<file path="src/rtl/pipeline_fetch.sv">
// Instruction-fetch stage: owns the PC, pipelines imem requests, buffers in-order responses.
// Optional FETCH_PERF_EN adds perf_fetch/perf_drop counters.
module pipeline_fetch #(
    parameter logic [31:0] RESET_PC  = 32'h0000_0000,
    parameter int          BUF_DEPTH = 2
) (
    input  logic        clk,
    input  logic        reset,
    output logic        imem_req,
    output logic [31:0] imem_addr,
    input  logic        imem_gnt,
    input  logic        imem_rvalid,
    input  logic [31:0] imem_rdata,
    input  logic        redirect,
    input  logic [31:0] redirect_pc,
    input  logic        d_stall,
    output logic        f_valid,
    output logic [31:0] f_inst,
    output logic [31:0] f_p4,
    output logic [31:0] dbg_f_pc
`ifdef FETCH_PERF_EN
    ,
    output logic [31:0] perf_fetch,
    output logic [31:0] perf_drop
`endif
);
    localparam int AW = $clog2(BUF_DEPTH);
    localparam int CW = AW + 1;

    logic [31:0]   pc_q, pc_d;
    logic [CW-1:0] cnt_q, cnt_d, out_q, out_d, drop_q, drop_d;
    logic [AW-1:0] wr_q, wr_d, rd_q, rd_d, tw_q, tw_d, tr_q, tr_d;

    logic [31:0] inst_mem [BUF_DEPTH];
    logic [31:0] pc_mem   [BUF_DEPTH];
    logic [31:0] tag_mem  [BUF_DEPTH];

    logic          pop, issue, rv, push, discard;
    logic [CW:0]   occ;

    // Outputs come only from the head registers, gated so reset reads as an idle stage.
    assign f_valid  = ~reset & (cnt_q != '0);
    assign f_inst   = f_valid ? inst_mem[rd_q] : 32'h0;
    assign dbg_f_pc = f_valid ? pc_mem[rd_q] : 32'h0;
    assign f_p4     = f_valid ? pc_mem[rd_q] + 32'd4 : 32'h0;

    assign pop       = f_valid & ~d_stall & ~redirect;
    assign occ       = (CW+1)'(cnt_q) + (CW+1)'(out_q) - (CW+1)'(pop);
    assign imem_req  = ~reset & ~redirect & (occ < (CW+1)'(BUF_DEPTH));
    assign imem_addr = pc_q;
    assign issue     = imem_req & imem_gnt;

    // Killed requests stay in out_q, so a response with out_q==0 is a stray and is ignored.
    assign rv      = imem_rvalid & (out_q != '0);
    assign push    = rv & ~redirect & (drop_q == '0);
    assign discard = rv & ~push;

    always_comb begin
        pc_d   = pc_q;
        cnt_d  = cnt_q;
        out_d  = out_q + CW'(issue) - CW'(rv);
        drop_d = drop_q;
        wr_d   = wr_q;
        rd_d   = rd_q;
        tw_d   = tw_q + AW'(issue);
        tr_d   = tr_q + AW'(rv);
        if (issue) begin
            pc_d = pc_q + 32'd4;
        end
        if (redirect) begin
            pc_d   = {redirect_pc[31:2], 2'b00};
            cnt_d  = '0;
            rd_d   = wr_q;
            drop_d = out_q - CW'(rv);
        end else begin
            cnt_d = cnt_q + CW'(push) - CW'(pop);
            wr_d  = wr_q + AW'(push);
            rd_d  = rd_q + AW'(pop);
            if (rv && drop_q != '0) begin
                drop_d = drop_q - CW'(1'b1);
            end
        end
    end

    always_ff @(posedge clk) begin
        if (reset) begin
            pc_q   <= RESET_PC;
            cnt_q  <= '0;
            out_q  <= '0;
            drop_q <= '0;
            wr_q   <= '0;
            rd_q   <= '0;
            tw_q   <= '0;
            tr_q   <= '0;
        end else begin
            pc_q   <= pc_d;
            cnt_q  <= cnt_d;
            out_q  <= out_d;
            drop_q <= drop_d;
            wr_q   <= wr_d;
            rd_q   <= rd_d;
            tw_q   <= tw_d;
            tr_q   <= tr_d;
        end
    end

    // The tag FIFO pairs each response with the PC it was issued for.
    always_ff @(posedge clk) begin
        if (issue) begin
            tag_mem[tw_q] <= pc_q;
        end
        if (push) begin
            inst_mem[wr_q] <= imem_rdata;
            pc_mem[wr_q]   <= tag_mem[tr_q];
        end
    end

`ifdef FETCH_PERF_EN
    logic [31:0] perf_fetch_q, perf_drop_q;

    always_ff @(posedge clk) begin
        if (reset) begin
            perf_fetch_q <= '0;
            perf_drop_q  <= '0;
        end else begin
            perf_fetch_q <= perf_fetch_q + 32'(push);
            perf_drop_q  <= perf_drop_q + 32'(discard);
        end
    end

    assign perf_fetch = perf_fetch_q;
    assign perf_drop  = perf_drop_q;
`else
    logic unused_discard;
    assign unused_discard = discard;
`endif
endmodule

</file>
<file path="config.mk">
export PLATFORM = sky130hd
export DESIGN_NAME = pipeline_fetch
export DESIGN_NICKNAME = d
export VERILOG_FILES = /design/src/rtl/pipeline_fetch.sv
export SDC_FILE = /design/constraint.sdc
export NUM_CORES = 1
export LEC_CHECK = 0
export BUFFER_PORTS_ARGS = -buffer_cell sky130_fd_sc_hd__buf_2
export CAP_MARGIN = 20
export CORE_UTILIZATION = 57
export CTS_BUF_LIST = sky130_fd_sc_hd__clkbuf_8
export DETAILED_ROUTE_END_ITERATION = 8
export PLACE_DENSITY = 0.82
export SLEW_MARGIN = 20
export SYNTH_ARGS = -nofsm -noshare
export SYNTH_HDL_FRONTEND = slang
export SYNTH_SLANG_ARGS = --single-unit
export TNS_END_PERCENT = 100
</file>
<file path="constraint.sdc">
create_clock -name clk -period 5.1 [get_ports clk]
set_input_delay 1.275 -clock clk [delete_from_list [all_inputs] [get_ports clk]]
set_output_delay 1.275 -clock clk [all_outputs]
set_load 0.005 [all_outputs]
</file>
# --- Word level (Yosys, flattened, before mapping) ---
# Memories as Yosys holds them, arrays and structs flattened. A register that Yosys moved wholly into a read port is not among the register bits.
# Index checks and enable logic that the tools add are counted.
word_totals:
  regBits: 42
  ram_bits: 192
  out_inout_bits: 130
  word_cells: 62
  memories: 3
classes:
  add_sub_neg: 14
  n_lt_le_gt_ge: 1
  muxes: 15
  bitwise: 12
  n_reduce_logical: 8
mem_list:
  columns: ["name", "depth", "width", "rd", "rd_clocked_by_memory_dff", "write_ports", "line_no", "rtl"]
  rows:
  - ["inst_mem", 2, 32, 1, 1, 1, "34", "logic [31:0] inst_mem [BUF_DEPTH];"]
  - ["pc_mem", 2, 32, 1, 1, 1, "35", "logic [31:0] pc_mem [BUF_DEPTH];"]
  - ["tag_mem", 2, 32, 1, 1, 1, "36", "logic [31:0] tag_mem [BUF_DEPTH];"]
ops:
  columns: ["op", "count"]
  rows:
  - ["two-way mux 32 bit", 5]
  - ["adder 32 x 3 -> 32 bit, second input constant", 2]
  - ["nonzero test 2 bit", 5]
  - ["AND 1 bit", 9]
  - ["two-way mux 1 bit", 8]
  - ["subtractor 2 x 1 -> 2 bit", 3]
  - ["adder 1 bit", 4]
  - ["adder 2 x 1 -> 2 bit", 2]
  - ["two-way mux 2 bit", 2]
  - ["adder 2 x 2 -> 3 bit", 1]
  - ["less-than comparator 3 x 2 -> 1 bit, second input constant", 1]
  - ["inverter 1 bit", 3]
  - ["subtractor 3 x 1 -> 3 bit", 1]
  - ["zero test 2 bit", 1]
  - ["OR reduction 2 bit", 1]
  - ["subtractor 2 x 1 -> 2 bit, second input constant", 1]
  - ["logical AND 1 bit", 1]

# --- Longest topological paths before layout ---
logic_depth:
  ltp_word: 10
  ltp_mapped: 14
  ltp_nobuf: 11

# --- Least setup slack after synthesis ---
# Ideal clock, no wire load.
synth_timing:
  path_type: "input port to flip-flop"
  start: "in redirect"
  end: "mem tag_mem[1][10], enable pin"
  setup_ps: 390
  arrival_time_ps: 3828
  path_slack_ps: 882
  stages: 10
  path_buffers: 2
  cell_sequence: "clkbuf_1 -> nor3_1 -> xnor2_1 -> nand2_1 -> fa_1 -> nand4bb_1 -> nand2b_1 -> inv_2 -> buf_2 -> ha_1"
synth_between:
  elab_chain_cells: 8
synth_rtl:
  columns: ["item", "line_no", "rtl"]
  rows:
  - ["start: declaration", "14", "input logic redirect,"]
  - ["inverter 1 bit (*)", "47, 49", null]
  - ["AND 1 bit", "47", "assign pop = f_valid & ~d_stall & ~redirect;"]
  - ["subtractor 3 x 1 -> 3 bit", "48", "assign occ = (CW+1)'(cnt_q) + (CW+1)'(out_q) - (CW+1)'(pop);"]
  - ["less-than comparator 3 x 2 -> 1 bit", "49", "assign imem_req = ~reset & ~redirect & (occ < (CW+1)'(BUF_DEPTH));"]
  - ["AND 1 bit (*)", "49", null]
  - ["AND 1 bit (*)", "51", "assign issue = imem_req & imem_gnt;"]
  - ["two-way mux 1 bit (*)", "109", "if (issue) begin"]
  - ["two-way mux 1 bit (not written as such) (*)", "110", "tag_mem[tw_q] <= pc_q;"]
  - ["end: declaration", "36", null]
# Every way passes the cells marked *; elsewhere a longest branch is shown, timed or not.

==> results.ini <==
[cells_and_area]
area_delta_synth_final_pct=17.7
layout-drive-gt1-share_pct=28.6
nFillCells=1256
fin_nets=1121
fin_util_pct=69.4
antennaDiodeCount=0
postLayoutCellArea_mm2=0.0121

[timing]
period_share_pct=87.5
setup_tns_ns=0
slew_headroom_pct=44.6
fin_crit_ns=4.46
finalClockSkew_ns=0.0314
slew_viol_final=0
hold_violations=0
tightest_slew_ns=0.831
finalSetupViolations=0
fin_ws_ns=0.637
rsz0062_at_grt=false
fmax_mhz=224

[route]
drc=0
finalWirelength_mm=23.1
wire_per_inst_um=17.9
vias=7419
via_per_inst=5.77
antenna_left=0
drtIter0Drc=617
dr.pass1.iters=5

[power_and_ir_drop]
p_per_area_mw_per_mm2=355
p_leak_nw=4.65
peakVddDrop_mv=0.203

[die]
core_area_mm2=0.0175
core.rowCount=48
die_h_um=136
fp.dieW_um=136
start_util_pct=59.0
die-area_mm2=0.0186
io_pins=200

[cts]
clk_latency_ns=0.53
clkSinkCount=224
clock_tree.buffer_depth=3
clk_pin_slew_ns=0.07
cts_setup_buffers=0
htreeDepth=2
cts-root-buf=clkbuf_8
holdBufCountCts=0
cts_tree=built
cts_buffers=36
cts_resized=0

[synthesis]
yosysWarnings=0
synth_commonest_cells=edfxtp_1 (184), nor2_1 (112), nand2_1 (64)
synth_top_cell_by_area=edfxtp_1
synth_edf_count=184
synthCells=836
syn_avg_cell_area_um2=12.3
synth_top_cell_area_share_pct=53.6
syn_area_mm2=0.0103
synth-seq-cells=224
synth.most_common_cell=edfxtp_1
synth_flop_cell=edfxtp_1
ys_seq_area_share_pct=61.4
synth_cell_types=70
synth_area_leaders=edfxtp_1 (54%), dfxtp_1 (7.8%), mux2i_1 (5.3%)
async_flop_share_pct=0

[worst_setup_path]
critical-path-slowest-cell=dfxtp_4
required_ns=3.83
path_class=reg2out
critical_path.top_delay_family=buffers and inverters
worstPathCellList=buf_4 -> mux2i_1 -> a211oi_2 -> nand4_1 -> o21a_1 -> nor3_1 -> buf_2
crit_buf_inv=2
slowest_delay_ns=0.63
path_max_fanout=38
startpoint_type=flop
end_kind=output pin
worstPathArrival_ns=3.19

[run_status]
status=complete, no violations

[global_routing]
overflow=0
grt_pass1_vias=7014
grt_pass1_wl_mm=35.7
antenna_found_initial=0
grt_start_max_net_pins=63
grt_use_total_pct=24.7

[placement]
hpwl_mm=16.0
io_buffers=191
postPlaceCellArea_mm2=0.0115
preCtsSetupSlack_ns=1.02
gp_congestion=0.842

[hold_path]
min_path_type=reg2reg

[job]
drv_cap=0

kinds of logic (layout without fill, tap and decap cells):
logic type | count (synthesis) | count (layout) | share of synthesized area, %
muxes | 90 | 90 | 9.17
other | 1 | 6 | 0.0364
DFF | 224 | 224 | 61.4
adders and majority gates | 13 | 13 | 1.65
xor gates and xnor gates | 30 | 30 | 2.55
buffers and inverters | 62 | 282 | 2.74
and+or+nand+nor | 294 | 294 | 14.4
AOI/OAI and AO/OA | 122 | 122 | 8.04
final timing paths:
kind | from | endpoint | slack, ns | cells past startpoint
setup / recovery | rd_q$_SDFF_PP0_ | f_p4[31] | 0.64 | 7
hold / removal | tag_mem[1][27]$_DFFE_PP_ | pc_mem[0][27]$_DFFE_PP_ | 0.54 | 1
setup reg to reg | cnt_q[1]$_SDFF_PP0_ | tag_mem[0][26]$_DFFE_PP_ | 2.19 | 9
hold reg to reg | tag_mem[1][27]$_DFFE_PP_ | pc_mem[0][27]$_DFFE_PP_ | 0.54 | 1
cell usage in the layout, fill, tap and decap left out, drive strengths merged, types with 5 or more instances in the layout:
cell	count
a211oi	6
a21oi	29
a22oi	5
a31oi	9
a32o	5
a32oi	5
and2	11
and3	5
buf	205
clkbuf	39
clkinv	11
conb	6
dfxtp	40
edfxtp	184
ha	12
inv	25
mux2	35
mux2i	55
nand2	64
nand3	27
nand3b	7
nand4	28
nand4b	5
nor2	112
nor2b	7
nor3	12
nor4	7
o21ai	27
o31ai	6
xnor2	19
xor2	11
per-stage QoR:
| stage | total power, mW | hold slack (ns) | cells |
|---|---|---|---|
| finish | 4.31 | 0.544 | 1286 |
| global route | 4.49 | 0.556 | 1286 |
| CTS | 4.34 | 0.547 | 1286 |
| detailed placement | 2.87 | 0.543 | 1225 |
| global placement | 2.84 | 0.528 | 1225 |
| floorplan | 2.68 | 0.496 | 841 |
where the power goes:
group	switching, mW	internal, mW	total, mW
combinational	0.342	0.257	0.598
clock	0.670	0.802	1.47
sequential	0.0926	2.15	2.24
metal layers:
layer	track usage (%)	wire, µm	up-vias
met5	0	0	-
met4	6.60	395	0
met3	5.82	2110	40
met2	40.0	10700	360
met1	33.3	9900	3498
li1	-	-	3521
flip-flops by register name, summed over array words and instances (netlist names):
signal	count
tw_q	1
tr_q	1
cnt_q	2
drop_q	2
tag_mem	60
inst_mem	64
rd_q	1
imem_addr	30
wr_q	1
out_q	2
pc_mem	60
final cells by class:
class / count / area (µm²) / area share, %
flip-flops and latches: 224 / 6330 / 52.2
multi-input cells: 555 / 3720 / 30.7
repair buffers: 205 / 1060 / 8.75
clock buffers: 39 / 537 / 4.42
well taps: 225 / 282 / 2.32
clock inverters: 22 / 140 / 1.16
inverters: 16 / 60.1 / 0.495
Note: power is estimated with default switching activity, not from simulation.
